==> config.mk <==
export PLATFORM = sky130hd
export DESIGN_NAME = spi_ram_arbiter
export DESIGN_NICKNAME = d
export VERILOG_FILES = /design/src/rtl/spi_ram_arb_pkg.sv /design/src/rtl/spi_ram_arbiter_rr_arb2.sv /design/src/rtl/spi_ram_arbiter.sv
export SDC_FILE = /design/constraint.sdc
export NUM_CORES = 1
export LEC_CHECK = 0
export ABC_CLOCK_PERIOD_IN_PS = 3200
export CORE_MARGIN = 2
export CORE_UTILIZATION = 47
export DETAILED_ROUTE_END_ITERATION = 10
export GPL_TIMING_DRIVEN = 0
export MAX_ROUTING_LAYER = met4
export PLACE_DENSITY_LB_ADDON = 0.15
export SYNTH_ARGS = -nofsm -noshare
export SYNTH_HDL_FRONTEND = slang
export SYNTH_SLANG_ARGS = --single-unit
==> constraint.sdc <==
create_clock -name CLK -period 3.2 [get_ports CLK]
set_input_delay 0.8 -clock CLK [delete_from_list [all_inputs] [get_ports CLK]]
set_output_delay 0.8 -clock CLK [all_outputs]
set_load 0.05 [all_outputs]
==> src/rtl/spi_ram_arb_pkg.sv <==
// Shared types and constants for the SPI/host RAM sequencer.
// Holds the sequencer state encoding, the SPI opcode values carried in
// rx_data[9:8] and the requester ids used by the round-robin arbiter.
package spi_ram_arb_pkg;

    typedef enum logic [1:0] {
        IDLE     = 2'd0,
        ACC_SPI  = 2'd1,
        ACC_HOST = 2'd2,
        RD_WAIT  = 2'd3
    } arb_state_t;

    localparam logic [1:0] OP_WR_ADDR = 2'b00;
    localparam logic [1:0] OP_WR_DATA = 2'b01;
    localparam logic [1:0] OP_RD_ADDR = 2'b10;
    localparam logic [1:0] OP_RD_DATA = 2'b11;

    // Requester ids double as bit positions in the arbiter req/gnt vectors.
    localparam logic REQ_SPI  = 1'b0;
    localparam logic REQ_HOST = 1'b1;

endpackage

==> src/rtl/spi_ram_arbiter_rr_arb2.sv <==
// Two-requester round-robin arbiter.
// A lone requester always wins; on a tie the requester that did not win
// last time is granted. last_gnt only moves when advance is high, so the
// grant stays stable while the sequencer is busy.
module rr_arb2
    import spi_ram_arb_pkg::*;
(
    input  logic       CLK,
    input  logic       rst_n,
    input  logic [1:0] req,
    input  logic       advance,
    output logic [1:0] gnt
);

    logic last_gnt;

    // Pick the winner: pass a single request through, alternate on ties.
    always_comb begin
        gnt = req;
        if (req == 2'b11) begin
            gnt = 2'b00;
            if (last_gnt == REQ_HOST) begin
                gnt[REQ_SPI] = 1'b1;
            end else begin
                gnt[REQ_HOST] = 1'b1;
            end
        end
    end

    // Remember who won; starting at host lets SPI take the first tie.
    always_ff @(posedge CLK or negedge rst_n) begin
        if (!rst_n) begin
            last_gnt <= REQ_HOST;
        end else if (advance && (gnt != 2'b00)) begin
            last_gnt <= gnt[REQ_HOST];
        end
    end

endmodule

==> src/rtl/spi_ram_arbiter.sv <==
// Sequencer between the SPI slave word interface, a local host port and a
// single-port RAM with registered read data.
// Optional feature macro: SPI_ADDR_AUTOINC_EN -- when defined, the SPI write
// and read address registers step (wrapping at MEM_DEPTH-1) after each SPI
// data write / data read. When undefined they change only on address loads.
module spi_ram_arbiter
    import spi_ram_arb_pkg::*;
#(
    parameter int MEM_DEPTH = 256,
    parameter int ADDR_SIZE = 8
) (
    input  logic                 CLK,
    input  logic                 rst_n,
    input  logic                 rx_valid,
    input  logic [9:0]           rx_data,
    output logic                 tx_valid,
    output logic [7:0]           tx_data,
    input  logic                 host_req,
    input  logic                 host_we,
    input  logic [ADDR_SIZE-1:0] host_addr,
    input  logic [7:0]           host_wdata,
    output logic                 host_gnt,
    output logic                 host_rvalid,
    output logic [7:0]           host_rdata,
    output logic                 ram_en,
    output logic                 ram_we,
    output logic [ADDR_SIZE-1:0] ram_addr,
    output logic [7:0]           ram_wdata,
    input  logic [7:0]           ram_rdata,
    output logic                 spi_ovr
);

    if (MEM_DEPTH != (2 ** ADDR_SIZE)) begin : g_depth_check
        $error("spi_ram_arbiter: MEM_DEPTH must equal 2**ADDR_SIZE");
    end

    arb_state_t           state, next_state;
    logic                 rx_valid_q;
    logic                 rx_rise;
    logic [1:0]           rx_op;
    logic [7:0]           rx_payload;
    logic                 rx_is_data;
    logic                 spi_new;
    logic                 spi_pend;
    logic                 spi_is_rd;
    logic [7:0]           spi_payload;
    logic                 spi_ovr_q;
    logic [ADDR_SIZE-1:0] spi_wr_addr;
    logic [ADDR_SIZE-1:0] spi_rd_addr;
    logic                 rd_is_host;
    logic [7:0]           tx_data_q;
    logic [7:0]           host_rdata_q;
    logic                 in_idle;
    logic [1:0]           arb_req;
    logic [1:0]           arb_gnt;

`ifdef SPI_ADDR_AUTOINC_EN
    function automatic logic [ADDR_SIZE-1:0] addr_inc(input logic [ADDR_SIZE-1:0] a);
        return (a == ADDR_SIZE'(MEM_DEPTH - 1)) ? '0 : a + ADDR_SIZE'(1);
    endfunction
`endif

    assign rx_rise    = rx_valid & ~rx_valid_q;
    assign rx_op      = rx_data[9:8];
    assign rx_payload = rx_data[7:0];
    assign rx_is_data = (rx_op == OP_WR_DATA) || (rx_op == OP_RD_DATA);

    // A fresh data word arriving in IDLE competes in the same cycle it is
    // captured, so an uncontested access follows the edge by one cycle.
    assign spi_new = rx_rise & rx_is_data & ~spi_pend;
    assign in_idle = (state == IDLE);

    assign arb_req[REQ_SPI]  = in_idle & (spi_pend | spi_new);
    assign arb_req[REQ_HOST] = in_idle & host_req;

    rr_arb2 u_arb (
        .CLK     (CLK),
        .rst_n   (rst_n),
        .req     (arb_req),
        .advance (in_idle),
        .gnt     (arb_gnt)
    );

    // SPI word capture: address loads, pending data command and overrun.
    always_ff @(posedge CLK or negedge rst_n) begin
        if (!rst_n) begin
            rx_valid_q  <= 1'b0;
            spi_pend    <= 1'b0;
            spi_is_rd   <= 1'b0;
            spi_payload <= '0;
            spi_ovr_q   <= 1'b0;
            spi_wr_addr <= '0;
            spi_rd_addr <= '0;
        end else begin
            rx_valid_q <= rx_valid;
            if (state == ACC_SPI) begin
                spi_pend <= 1'b0;
`ifdef SPI_ADDR_AUTOINC_EN
                if (spi_is_rd) begin
                    spi_rd_addr <= addr_inc(spi_rd_addr);
                end else begin
                    spi_wr_addr <= addr_inc(spi_wr_addr);
                end
`endif
            end
            if (rx_rise) begin
                case (rx_op)
                    OP_WR_ADDR: spi_wr_addr <= ADDR_SIZE'(rx_payload);
                    OP_RD_ADDR: spi_rd_addr <= ADDR_SIZE'(rx_payload);
                    default: begin
                        if (spi_pend) begin
                            spi_ovr_q <= 1'b1;
                        end else begin
                            spi_pend    <= 1'b1;
                            spi_is_rd   <= (rx_op == OP_RD_DATA);
                            spi_payload <= rx_payload;
                        end
                    end
                endcase
            end
        end
    end

    // Sequencer state register.
    always_ff @(posedge CLK or negedge rst_n) begin
        if (!rst_n) begin
            state <= IDLE;
        end else begin
            state <= next_state;
        end
    end

    // Next-state logic: grant in IDLE, reads take an extra RD_WAIT cycle.
    always_comb begin
        next_state = state;
        case (state)
            IDLE: begin
                if (arb_gnt[REQ_SPI]) begin
                    next_state = ACC_SPI;
                end else if (arb_gnt[REQ_HOST]) begin
                    next_state = ACC_HOST;
                end
            end
            ACC_SPI:  next_state = spi_is_rd ? RD_WAIT : IDLE;
            ACC_HOST: next_state = host_we ? IDLE : RD_WAIT;
            RD_WAIT:  next_state = IDLE;
            default:  next_state = IDLE;
        endcase
    end

    // Read ownership and held read-data copies for the two requesters.
    always_ff @(posedge CLK or negedge rst_n) begin
        if (!rst_n) begin
            rd_is_host   <= 1'b0;
            tx_data_q    <= '0;
            host_rdata_q <= '0;
        end else begin
            if (state == ACC_SPI) begin
                rd_is_host <= 1'b0;
            end else if (state == ACC_HOST) begin
                rd_is_host <= 1'b1;
            end
            if (state == RD_WAIT) begin
                if (rd_is_host) begin
                    host_rdata_q <= ram_rdata;
                end else begin
                    tx_data_q <= ram_rdata;
                end
            end
        end
    end

    // Output decode: RAM port only driven in ACC states, read data bypassed
    // straight from the RAM in RD_WAIT and held afterwards.
    always_comb begin
        ram_en      = 1'b0;
        ram_we      = 1'b0;
        ram_addr    = '0;
        ram_wdata   = '0;
        host_gnt    = 1'b0;
        tx_valid    = 1'b0;
        host_rvalid = 1'b0;
        tx_data     = tx_data_q;
        host_rdata  = host_rdata_q;
        spi_ovr     = spi_ovr_q;
        case (state)
            ACC_SPI: begin
                ram_en    = 1'b1;
                ram_we    = ~spi_is_rd;
                ram_addr  = spi_is_rd ? spi_rd_addr : spi_wr_addr;
                ram_wdata = spi_is_rd ? 8'h00 : spi_payload;
            end
            ACC_HOST: begin
                ram_en    = 1'b1;
                ram_we    = host_we;
                ram_addr  = host_addr;
                ram_wdata = host_wdata;
                host_gnt  = 1'b1;
            end
            RD_WAIT: begin
                if (rd_is_host) begin
                    host_rvalid = 1'b1;
                    host_rdata  = ram_rdata;
                end else begin
                    tx_valid = 1'b1;
                    tx_data  = ram_rdata;
                end
            end
            default: begin
            end
        endcase
    end

endmodule

== Yosys cells after proc, flatten, opt, wreduce, memory -nomap -nowiden ==
Index checks and enable logic that the tools add are counted.

* Bits in registers: 48
* Latch bits: 0
* RAM bits: 0
* ROM bits: 0
* Input bits: 39
* Output and inout bits: 38
* Memories kept: 0

* Add/sub/neg operators: 0
* $mul: 0
* Div/mod/pow operators: 0
* Order comparisons: 0
* Equal/unequal tests: 8
* Shifts and indexed selects: 0
* Mux-type cells: 29
* Bitwise logic cells: 10
* Reductions and logical operators: 12

{| class="wikitable"
|+ Operators with widths
! cell !! number
|-
| $mux W8 || 6
|-
| $pmux W8 S2 || 2
|-
| $mux W1 || 14
|-
| $eq A2 B2 Y1 const B || 5
|-
| $mux W2 || 5
|-
| $pmux W2 S4 || 1
|-
| $reduce_and A3 Y1 || 2
|-
| $and A1 B1 Y1 || 5
|-
| $eq A2 B1 Y1 const B || 2
|-
| $logic_not A2 Y1 || 2
|-
| $not A1 Y1 || 4
|-
| $reduce_and A2 Y1 || 2
|-
| $reduce_bool A2 Y1 || 2
|-
| $reduce_or A2 Y1 || 2
|-
| $ne A3 B1 Y1 const B || 1
|-
| $pmux W1 S2 || 1
|-
| $logic_and A1 B1 Y1 || 1
|-
| $logic_or A1 B1 Y1 || 1
|-
| $or A1 B1 Y1 || 1
|}

== Longest topological paths before layout ==
Gate-level depths: netlist of run 1.

* Depth in word-level cells: 11
* Gate-level depth with buffers: 7

== Hierarchy ==
A second synthesis of run 1 with hierarchy kept.

* Cells, all modules: 180
* Area total of the unflattened synthesis: 2,327.2 um^2

{| class="wikitable"
|+ By module, submodules not included
! module !! times used !! cells an instance !! area an instance (um^2) !! sequential area each (um^2)
|-
| spi_ram_arbiter || 1 || 174 || 2,270.9 || 1,176.1
|-
| rr_arb2 || 1 || 6 || 56.3 || 26.3
|}

== Worst setup path after synthesis of run 1 ==
Ideal clock, no wire load.

* Path type: reg-to-output
* From: register state[0]
* To: output ram_wdata[1]
* Data arrival time: 2.347 ns
* Data required time: 2.400 ns
* Path slack: 0.053 ns
* Cell stages (with the launch flop): 7
* Cell sequence: dfrtp_1 inv_1 ha_1 buf_2 buf_1 a22oi_1 nor2b_1

* Longest elaborated chain between the ends: 2

{| class="wikitable"
|+ RTL lines
! item !! RTL line !! source
|-
| from (decl) || spi_ram_arbiter.sv:37 || <nowiki>arb_state_t state, next_state;</nowiki>
|-
| from (signal assigned) || spi_ram_arbiter.sv:129 || <nowiki>state <= next_state;</nowiki>
|-
| $eq A2 B2 Y1 / $eq A2 B1 Y1 (equally long branches) || spi_ram_arbiter.sv:186 || <nowiki>case (state)</nowiki>
|-
| $pmux W8 S2 (*) || spi_ram_arbiter.sv:186 ||
|-
| to (decl) || spi_ram_arbiter.sv:28 || <nowiki>output logic [7:0] ram_wdata,</nowiki>
|}

Every way passes the cells marked *; elsewhere a longest branch is shown, timed or not.

== Worst setup path after layout of run 1 ==
* From: register state[0]
* To: output ram_we

* Longest elaborated chain between the ends: 2

{| class="wikitable"
|+ RTL lines
! item !! RTL line !! source
|-
| $eq A2 B2 Y1 / $eq A2 B1 Y1 (equally long branches) || spi_ram_arbiter.sv:186 ||
|-
| $pmux W1 S2 (*) || spi_ram_arbiter.sv:186 ||
|-
| to (decl) || spi_ram_arbiter.sv:26 || <nowiki>output logic ram_we,</nowiki>
|}

Marks and branches as above.

==> results of run 1 <==
cells by family after synthesis:
kind of cell	after synthesis	synth area share [%]
mux	50	25.04
flops	48	51.31
simple gates	40	10.57
compound gates	27	7.368
buf+inv	15	3.043
fa+ha+maj	5	2.670
flip-flops by register name, indices dropped and copies added (netlist names):
signal,count
spi_pend,1
spi_is_rd,1
spi_wr_addr,8
spi_rd_addr,8
host_rdata_q,8
spi_payload,8
spi_ovr,1
state,2
tx_data_q,8
rd_is_host,1
rx_valid_q,1
u_arb.last_gnt,1
cells in the mapped netlist:
cell / number
dfrtp_1: 47
mux2_2: 33
nand2_1: 12
o21ai_0: 10
a22oi_1: 9
mux2_4: 9
nor2b_1: 9
and2_1: 8
mux2i_1: 8
inv_1: 7
ha_1: 5
nand2b_1: 4
buf_2: 3
a21o_1: 2
a21oi_1: 2
clkbuf_1: 2
nor2_1: 2
a2bb2oi_1: 1
a31oi_1: 1
and3b_1: 1
and4bb_2: 1
buf_1: 1
buf_4: 1
buf_6: 1
dfstp_2: 1
nor2b_4: 1
nor3_1: 1
nor4b_4: 1
o22a_1: 1
o22ai_1: 1
layout make-up:
cell class	instances	area, um^2	area share, %
Tap cell	67	83.83	2.539
Multi-Input combinational cell	122	1072	32.47
Sequential cell	48	1202	36.42
Inverter	7	26.28	0.7958
Buffer	8	47.55	1.440
Timing Repair Buffer	77	754.5	22.85
Clock buffer	5	68.82	2.084
Clock inverter	3	46.29	1.402
final timing paths:
| kind | endpoint | slack, ns | cells after the start |
|---|---|---|---|
| worst min-delay path | state[0]$_DFFE_PN0P_ | 0.34 | 1 |
| worst max register to register | state[0]$_DFFE_PN0P_ | 1.53 | 7 |
| worst max-delay path | ram_we | 0.15 | 7 |
| worst min register to register | spi_ovr$_DFFE_PN0P_ | 0.49 | 1 |
| min in group CLK | spi_ovr$_DFFE_PN0P_ | 0.49 | 1 |
| max in group asynchronous | spi_rd_addr[4]$_DFFE_PN0P_ | 2.39 | 2 |
what timing repair did:
| item | in CTS | in global routing |
|---|---|---|
| setup endpoints to repair | 19 | 24 |
| gates cloned | 0 | 0 |
| gates resized for setup | 22 | 33 |
critical path: stages (launching register included):
cell,delay (ns)
dfrtp_1,0.43
inv_1,0.12
ha_1,0.18
buf_2,0.22
buf_2,0.26
a21oi_1,0.09
nor2b_1,0.11
dlygate4sd2_1,0.53
layer usage:
metal  part of all wire [%]  routed length, um  global-route usage, %  up-vias
li1                       -                  -                      -      812
met1                     45               2310                  27.15      831
met2                     51               2667                  33.92       32
met3                    3.0                154                  3.748        6
met4                    1.0                 52                  5.159        0
met5                      0                  0                      -        -
report_power, final:
part | switching (W) | leakage [nW] | internal (W)
Sequential | 0.000112 | 0.563 | 0.000850
Combinational | 0.00134 | 0.964 | 0.000773
Clock | 0.000210 | 0.0548 | 0.000235
Total | 0.00166 | 1.58 | 0.00186
through the flow:
stage / TNS, ns / area (um^2) / hold slack [ns]
6_report: 0 / 3302 / 0.3359
5_1_grt: 0 / 3302 / 0.3377
4_1_cts: 0 / 3299 / 0.3389
3_5_place_dp: -0.4002 / 3203 / 0.4685
3_3_place_gp: -2.462 / 3188 / 0.4424
2_1_floorplan: 0 / 2344 / 0.4694
==> results by group, run 1 <==
Finish
  – # fillers: about 370
  – Area growth from synthesis to layout: 40.90%
  – N_diodes: 0
  – Share of post-route cells with drive strength above 1: ~27%
  – Utilization of the core after routing: a little over two thirds
  – Most frequent cells in the layout: dfrtp_1 (47), clkdlybuf4s50_1 (42), mux2_2 (33)
  – Final standard cell count with taps included and fillers excluded: 337
  – Most frequent standard cell in the layout excluding fill and tap cells: dfrtp_1
  – Net count of the finished layout: ~310

Floorplan
  – Count of standard-cell rows: 25
  – Core Footprint: between 4000 and 5000 um^2
  – Die Width: approximately 75 um
  – Number of top-level pins: 77
  – Vertical extent of the die: between 70 and 80 um
  – Initial standard-cell utilization of the core: 49.29%
  – Die outline area: about 5600 um^2

Logic synthesis
  – Total number of yosys warnings: 0
  – Leading area contributor after synthesis: dfrtp_1
  – Netlist area before placement: 2343 um^2
  – Gate count after technology mapping: about 190
  – Nets in the synthesized netlist: 229
  – Number of distinct library cell variants in the gate-level netlist after synthesis: 30
  – Cell types with the largest area share after synthesis: dfrtp_1 (50%), mux2_2 (16%), mux2_4 (5.8%)
  – #FFs+latches synth: 48
  – Area share of the leading cell type in the synthesized netlist: 50.19%
  – Per-instance average area after synthesis: 12.67 um^2
  – Sequential cell area fraction in the yosys report: between 50% and 60%

Clock tree
  – Number of clock sinks: 48
  – Later-pin clock latency in the skew report: approximately 0.3 ns
  – Hold_buf cts: 0
  – Worst-path clk slew: about 0.09 ns
  – CTS tree: built
  – Number of buffers created by CTS: 5
  – Maximum level of the CTS H-tree: 2
  – Post-CTS setup-driven buffer insertion count: 0
  – Root Driver: clkbuf_8
  – Max clock buf depth: 2

Worst setup path
  – Crit path kind: reg -> out
  – CP arrival: between 2 and 2.5 ns
  – CP Capture Type: primary output
  – Worst flop-to-flop path startpoint: state[0]$_DFFE_PN0P_
  – Largest driver fanout on the critical path: 10
  – Startpoint of the most critical setup path: state[0]$_DFFE_PN0P_
  – Required time of the critical path: roughly 2.4 ns
  – CP startpoint kind: flip-flop

Routing
  – Routed wire per std cell: around 15 um
  – Routed via count: 1,681
  – Vias/cell: around 5
  – Final routed DRC violation total: 0
  – Final ANT Viol Nets: 0
  – Number of iterations in the first detailed-routing pass: 4
  – Post-Route WL: between 5000 and 6000 um
  – Iteration-0 DRC count of the detailed router: 86

Power and ir drop
  – Maximum VDD drop: ~600 uV
  – Ratio of total power to cell area: between 1000 and 1500 nW/um^2
  – Total power: between 0.003 and 0.004 W
  – Leakage power of the design: around 1.6 nW

STA
  – Final setup fails: 0
  – Final critical-path required period: 3.046 ns
  – Post-layout worst setup margin: about 0.15 ns
  – Worst slew slack as a fraction of its limit: ~56%
  – Setup repair after global routing missed its margin: false
  – Max-slew violation total from the final report: 0
  – Worst-margin pin slew: 0.6636 ns
  – Final clock skew: 0.007420 ns
  – Maximum achievable frequency: roughly 330 MHz
  – Final critical-path share of the clock period: a little over nine tenths
  – Fin. Hold Viols: 0

Worst hold path
  – Type of the most critical hold path: in -> async

Placement
  – Final weighted congestion in routability-driven placement: between 0.8 and 0.9
  – Minimum setup slack after placement: -0.06484 ns
  – Final HPWL from detailed placement: between 3000 and 4000 um
  – IO buf count: 76
  – Cell count after placement: 329

Global routing
  – Leftover overflow at the end of global routing: 0
  – Global routing usage summed across all routing layers: 20.79%
  – Via count of the first global-routing pass: approximately 1,700
  – Antenna violations before repair: 0
  – Largest net degree at the start of global routing: 42
  – Wire length of the first global-routing pass: between 8000 and 9000 um

Flow run
  – Reported max-cap violation count: 0

Status
  – Run status: finished clean
No activity file was read; power rests on OpenSTA's default activity.
==> run 2: changes to the inputs <==
--- a/config.mk
+++ b/config.mk
@@ -7,7 +7,7 @@
 export LEC_CHECK = 0
 export ABC_CLOCK_PERIOD_IN_PS = 3200
 export CORE_MARGIN = 2
-export CORE_UTILIZATION = 47
+export CORE_UTILIZATION = 49
 export DETAILED_ROUTE_END_ITERATION = 10
 export GPL_TIMING_DRIVEN = 0
 export MAX_ROUTING_LAYER = met4
==> run 2 against run 1 <==
  * Hold slack improved by 0.093 ns
  * Global-route usage down 0.13 points
  * Sequential power is essentially flat
  * Count of clock-buffer cells in the layout is 1 higher
==> results by group, run 2 (same netlist as run 1, synthesis figures left out) <==
Placement
  – Final weighted congestion in routability-driven placement: 0.7952 (-5.5%)
  – IO buf count: 76 (unchanged)
  – Final HPWL from detailed placement: 3698 um (-3.3%)
  – Cell count after placement: 316 (-4.0%)

Finish
  – Utilization of the core after routing: 70.17% (+0.73 points)
  – Most frequent cells in the layout: clkdlybuf4s50_1 (49), dfrtp_1 (47), mux2_2 (33)
  – Net count of the finished layout: 313 (unchanged)
  – Area growth from synthesis to layout: 39.56%
  – Most frequent standard cell in the layout excluding fill and tap cells: clkdlybuf4s50_1
  – Combined area of the multi-input logic cells: 1075 um^2 (+0.23%)
  – # fillers: 371 (unchanged)
  – N_diodes: 0 (unchanged)
  – Share of post-route cells with drive strength above 1: 27.78% (+0.74 points)
  – Reg area: 1202 um^2 (unchanged)
  – Final standard cell count with taps included and fillers excluded: 324 (-3.9%)

Clock tree
  – Worst-path clk slew: 0.08 ns (about the same)
  – Root Driver: clkbuf_8
  – Number of clock sinks: 48 (unchanged)
  – Number of buffers created by CTS: 5 (unchanged)
  – Max clock buf depth: 2 (unchanged)
  – Maximum level of the CTS H-tree: 2 (unchanged)
  – Hold_buf cts: 0 (unchanged)
  – CTS tree: built
  – Later-pin clock latency in the skew report: 0.28 ns (-0.02 ns)
  – Post-CTS setup-driven buffer insertion count: 0 (unchanged)

STA
  – Final critical-path share of the clock period: 95.42% (+0.24 points)
  – Final setup fails: 0 (unchanged)
  – Final clock skew: 0.003923 ns (-0.003497 ns)
  – Fin. Hold Viols: 0 (unchanged)
  – Max-slew violation total from the final report: 0 (unchanged)
  – Worst slew slack as a fraction of its limit: 56.94% (+1.4 points)
  – Setup repair after global routing missed its margin: false
  – Final critical-path required period: 3.053 ns (+0.007806 ns)
  – Maximum achievable frequency: 327.5 MHz (-0.26%)
  – Worst-margin pin slew: 0.6431 ns (-0.02050 ns)

Routing
  – Routed via count: 1,682 (+0.059%)
  – Vias/cell: 5.191 (+4.1%)
  – Iteration-0 DRC count of the detailed router: 42 (-51%)
  – Final ANT Viol Nets: 0 (unchanged)
  – Number of iterations in the first detailed-routing pass: 4 (unchanged)
  – Routed wire per std cell: 15.50 um (+0.74%)
  – Final routed DRC violation total: 0 (unchanged)
  – Post-Route WL: 5021 um (-3.1%)

Worst setup path
  – Max stage delay cell, worst path: dlygate4sd2_1
  – Library cell appearing most often on the critical path: inv_1
  – CP Capture Type: primary output
  – Cell-by-cell trace of the critical path: inv_1 -> ha_1 -> inv_1 -> nor2_2 -> a22oi_1 -> nor2b_1 -> dlygate4sd2_1
  – Largest driver fanout on the critical path: 9 (-1)
  – FF-to-FF End: state[0]$_DFFE_PN0P_
  – Register-to-register setup slack: 1.53 ns (about the same)
  – Crit-path max cell delay: 0.56 ns (+0.03 ns)
  – Crit path kind: reg -> out
  – Worst flop-to-flop path startpoint: state[0]$_DFFE_PN0P_
  – CP arrival: 2.25 ns (about the same)
  – Logic depth of the worst register-to-register path: 7 (unchanged)
  – Required time of the critical path: 2.40 ns (about the same)
  – CP startpoint kind: flip-flop

Global routing
  – Wire length of the first global-routing pass: 8197 um (-2.1%)
  – Largest net degree at the start of global routing: 34 (-19%)
  – Leftover overflow at the end of global routing: 0 (unchanged)
  – Antenna violations before repair: 0 (unchanged)
  – Via count of the first global-routing pass: 1,705 (+1.0%)
  – Global routing usage summed across all routing layers: 20.66% (-0.13 points)

Power and ir drop
  – Part of the total power dissipated in combinational logic: 61.9% (+1.9 points)
  – Maximum VDD drop: 792.8 uV (+33%)
  – Total power: 0.003457 W (-1.8%)
  – Net switching share of the total power: 47.34% (+0.096 points)
  – Int Pwr: 0.001821 W (-2.0%)
  – Share of total power in the clock network: 10.3% (-2.4 points)
  – Ratio of total power to cell area: 1057 nW/um^2 (-0.90%)
  – Switching power: 0.001637 W (-1.6%)
  – Sequential fraction of design power: 27.8% (+0.5 points)
  – Leakage power of the design: 1.525 nW (-3.6%)

Flow run
  – Reported max-cap violation count: 0 (unchanged)

Floorplan
  – Die Width: 73.16 um (-2.0%)
  – Number of top-level pins: 77 (unchanged)
  – Vertical extent of the die: 73.16 um (-2.0%)
  – Initial standard-cell utilization of the core: 50.28% (+0.99 points)
  – Core Footprint: 4661 um^2 (-2.0%)
  – Die outline area: 5352 um^2 (-3.9%)
  – Count of standard-cell rows: 25 (unchanged)

Status
  – Run status: finished clean

Worst hold path
  – Type of the most critical hold path: in -> async
run 2: cell types whose count changed in the layout (fill, tap and decap cells not counted), moves of 2 or more:
cell	delta
dlygate4sd2_1	-3
clkbuf_2	-2
clkdlybuf4s15_2	+3
dlymetal6s2s_1	-5
clkinv_2	+2
clkdlybuf4s50_1	+7
run 2: layout make-up:
cell class	count	share of cell area, %
plain buffers	8	1.454
clock buffers	6	2.525
clock inverters	2	0.3060
inverters	7	0.8034
multi-input cells	122	32.86
flip-flops and latches	48	36.76
well taps	54	2.066
repair buffers	77	23.22
run 2: critical path: cells and delay by family, from the launching register on:
family / cells / cell delay [ns]
buffers and inverters: 3 / 0.75
adder cells (fa/ha/maj): 1 / 0.18
flip-flops: 1 / 0.41
AND/OR/NAND/NOR: 2 / 0.50
AO/OA/AOI/OAI: 1 / 0.13
run 2: how the worst max path moves through the flow:
stage / startpoint / to / slack (ns) / depth (start not counted)
CTS: state[0]$_DFFE_PN0P_ / ram_addr[4] / 0.002 / 5
finish: state[1]$_DFFE_PN0P_ / ram_wdata[7] / 0.15 / 7
detailed placement: state[0]$_DFFE_PN0P_ / ram_addr[6] / -0.09 / 8
global route: state[0]$_DFFE_PN0P_ / ram_we / 0.002 / 7
floorplan: state[0]$_DFFE_PN0P_ / ram_wdata[1] / 0.05 / 6
global placement: rst_n / tx_data_q[4]$_DFF_PN0_ / -0.06 / 1
run 2: per-layer routing:
| layer | vias to the layer above | routed length, um | track usage [%] |
|---|---|---|---|
| li1 | 814 | - | - |
| met3 | 2 | 204 | 3.453 |
| met4 | 0 | 22 | 3.704 |
| met2 | 41 | 2486 | 33.33 |
| met1 | 825 | 2307 | 27.91 |
| met5 | - | 0 | - |
run 2: power by group through the flow:
| stage | sequential (W) | clock, W | combinational [W] |
|---|---|---|---|
| after CTS | 0.000961 | 0.000371 | 0.00218 |
| final | 0.000961 | 0.000357 | 0.00214 |
| after global routing | 0.000992 | 0.000392 | 0.00227 |
| after detailed placement | 0.000971 | 0 | 0.00221 |
| after global placement | 0.000962 | 0 | 0.00219 |
| after floorplan | 0.000954 | 0 | 0.00156 |
run 2: repair_timing:
action / in CTS / in global routing
gates resized for setup: 32 / 20
pin swaps: 0 / 0
endpoints found under the setup margin: 17 / 26
run 2: stage by stage:
| stage | instance area, um^2 | hold slack [ns] | setup WS (ns) | TNS, ns |
|---|---|---|---|---|
| 6_report | 3271 | 0.4292 | 0.1465 | 0 |
| 3_5_place_dp | 3187 | 0.4777 | -0.08993 | -0.6834 |
| 2_1_floorplan | 2344 | 0.4694 | 0.05340 | 0 |
| 3_3_place_gp | 3172 | 0.4398 | -0.05957 | -3.045 |
| 5_1_grt | 3271 | 0.4425 | 0.002419 | 0 |
| 4_1_cts | 3278 | 0.4382 | 0.002423 | 0 |
==> run 3: changes to the inputs <==
--- a/config.mk
+++ b/config.mk
@@ -7,8 +7,9 @@
 export LEC_CHECK = 0
 export ABC_CLOCK_PERIOD_IN_PS = 3200
 export CORE_MARGIN = 2
-export CORE_UTILIZATION = 49
+export CORE_UTILIZATION = 60
 export DETAILED_ROUTE_END_ITERATION = 10
+export DONT_BUFFER_PORTS = 1
 export GPL_TIMING_DRIVEN = 0
 export MAX_ROUTING_LAYER = met4
 export PLACE_DENSITY_LB_ADDON = 0.15
==> run 3 against run 2 <==
  * Flip-flop and latch count did not move
  * Setup slack got worse by 0.011 ns
  * Critical path depth is 1 lower
  * Final cell count down 26%
  * Sequential share of layout area up 9.7 points
  * Fmax shrank 0.37%
  * First-iteration DRC count grew 100%
  * Count of clock-buffer cells in the layout down 1
  * Non-clock buffer count down 77
  * Register-to-register slack worse by 0.25 ns
  * Clock skew rose by 0.0040 ns
  * Largest cell class unchanged
  * Design area shrank 21%
==> results by group, run 3 (same netlist as run 1, synthesis figures left out) <==
STA
  – Final clock skew: 0.007941 ns (+0.004017 ns)
  – Worst-margin pin slew: 0.6787 ns (+0.03552 ns)
  – Post-layout worst setup margin: 0.1351 ns (-0.01150 ns)
  – Maximum achievable frequency: 326.3 MHz (-0.37%)
  – Max-slew violation total from the final report: 0 (unchanged)
  – Fin. Hold Viols: 0 (unchanged)
  – Final setup fails: 0 (unchanged)
  – Final critical-path required period: 3.065 ns (+0.01150 ns)
  – Setup repair after global routing missed its margin: false
  – Final critical-path share of the clock period: 95.78% (+0.36 points)
  – Worst slew slack as a fraction of its limit: 54.57% (-2.4 points)

Placement
  – IO buf count: 0 (-100%)
  – Final weighted congestion in routability-driven placement: 0.7546 (-5.1%)
  – Minimum setup slack after placement: -0.3085 ns (-0.2186 ns)
  – Cell count after placement: 233 (-26%)
  – Final HPWL from detailed placement: 3452 um (-6.6%)

Worst setup path
  – Register-to-register setup slack: 1.28 ns (-0.25 ns)
  – Largest driver fanout on the critical path: 10 (+1)
  – CP startpoint kind: flip-flop
  – CP arrival: 2.26 ns (about the same)
  – CP Capture Type: primary output
  – Required time of the critical path: 2.40 ns (about the same)
  – Crit path kind: reg -> out

Global routing
  – Antenna violations before repair: 0 (unchanged)
  – Global routing usage summed across all routing layers: 24.11% (+3.5 points)
  – Wire length of the first global-routing pass: 7272 um (-11%)
  – GR met2 Demand/Resource: 40.50% (+7.2 points)
  – Leftover overflow at the end of global routing: 0 (unchanged)
  – Met1 Usage GRT: 26.05% (-1.9 points)
  – Busiest layer in global routing: met2
  – Via count of the first global-routing pass: 1,483 (-13%)
  – Largest net degree at the start of global routing: 49 (+44%)
  – Global routing met3 resource utilization: 8.784% (+5.3 points)

Finish
  – Area growth from synthesis to layout: 10.46%
  – Final standard cell count with taps included and fillers excluded: 240 (-26%)
  – Share of post-route cells with drive strength above 1: 41.15% (+13 points)
  – Most frequent standard cell in the layout excluding fill and tap cells: dfrtp_1
  – Most frequent cells in the layout: dfrtp_1 (47), mux2_2 (33), nand2_1 (12)
  – N_diodes: 0 (unchanged)
  – Net count of the finished layout: 236 (-25%)

Routing
  – Iteration-0 DRC count of the detailed router: 84 (+100%)
  – Post-Route WL: 4720 um (-6.0%)
  – Number of iterations in the first detailed-routing pass: 5 (+1)
  – Final ANT Viol Nets: 0 (unchanged)
  – Routed via count: 1,454 (-14%)
  – Vias/cell: 6.058 (+17%)
  – Routed wire per std cell: 19.67 um (+27%)
  – Final routed DRC violation total: 0 (unchanged)

Clock tree
  – Number of clock sinks: 48 (unchanged)
  – Root Driver: clkbuf_8
  – Later-pin clock latency in the skew report: 0.29 ns (about the same)
  – Hold_buf cts: 0 (unchanged)
  – CTS tree: built
  – Number of buffers created by CTS: 5 (unchanged)
  – Worst-path clk slew: 0.08 ns (about the same)
  – Maximum level of the CTS H-tree: 2 (unchanged)
  – Max clock buf depth: 2 (unchanged)
  – Post-CTS setup-driven buffer insertion count: 0 (unchanged)

Floorplan
  – Die outline area: 4422 um^2 (-17%)
  – Initial standard-cell utilization of the core: 63.06% (+13 points)
  – Count of standard-cell rows: 22 (-12%)
  – Die Width: 66.50 um (-9.1%)
  – Number of top-level pins: 77 (unchanged)
  – Vertical extent of the die: 66.50 um (-9.1%)
  – Core Footprint: 3716 um^2 (-20%)

Worst hold path
  – Type of the most critical hold path: in -> async

Flow run
  – Reported max-cap violation count: 0 (unchanged)

Status
  – Run status: finished clean
## run 3: changes by cell type in the layout (fill, tap and decap cells not counted), moves of 3 or more
cell and change:
and2_1 -8, and2_2 +8, clkbuf_2 -8, clkdlybuf4s15_2 -3
clkdlybuf4s50_1 -49, dlygate4sd2_1 -6, dlymetal6s2s_1 -9, nor2b_1 -9
nor2b_2 +6, nor2b_4 +3
## run 3: stage by stage
stage / TNS (ns) / cell area [um^2] / util, % / hold slack, ns
after floorplan: 0 / 2344 / - / 0.4694
after global placement: -0.4999 / 2404 / 64.68 / 0.4871
after detailed placement: -0.7180 / 2404 / 64.68 / 0.4960
after CTS: 0 / 2567 / 69.09 / 0.1766
after global routing: 0 / 2589 / 69.66 / 0.1629
final: 0 / 2589 / 69.66 / 0.1835
## run 3: routing by layer
layer | share of wire [%] | vias up
met5 | 0 | -
met4 | 1.7 | 0
met3 | 8.5 | 7
met2 | 51 | 70
met1 | 38 | 721
li1 | - | 656
## run 3: cell type report
class | count | area, um^2
flip-flops and latches | 48 | 1202
fillers | 265 | 1127
multi-input cells | 122 | 1125
clock buffers | 5 | 68.82
clock inverters | 2 | 60.06
well taps | 48 | 60.06
plain buffers | 8 | 46.29
inverters | 7 | 26.28
## run 3: final timing paths
path                       cells past startpoint                          to                        from
setup reg to reg                               7        state[0]$_DFFE_PN0P_        state[0]$_DFFE_PN0P_
max in group asynchronous                      0  u_arb.last_gnt$_DFFE_PN1P_                       rst_n
min in group CLK                               1  spi_wr_addr[2]$_DFFE_PN0P_  spi_wr_addr[2]$_DFFE_PN0P_
hold reg to reg                                1  spi_wr_addr[2]$_DFFE_PN0P_  spi_wr_addr[2]$_DFFE_PN0P_
hold / removal                                 0  spi_rd_addr[1]$_DFFE_PN0P_                       rst_n
setup / recovery                               6                ram_wdata[1]        state[0]$_DFFE_PN0P_
## run 3: worst max-delay path, stage by stage (launching register included)
cell     delay [ns]
dfrtp_1        0.42
inv_1          0.13
ha_2           0.37
buf_2          0.27
buf_2          0.27
a22oi_1        0.16
nor2b_4        0.33
## run 3: timing repair
action,CTS,global route
gates resized for setup,14,10
pin swaps,0,0
endpoints found under the setup margin,17,13
Power of run 3 is left out: the tool's default activity adds up to more than one toggle a clock period on the data nets, which glitch-free logic cannot reach.
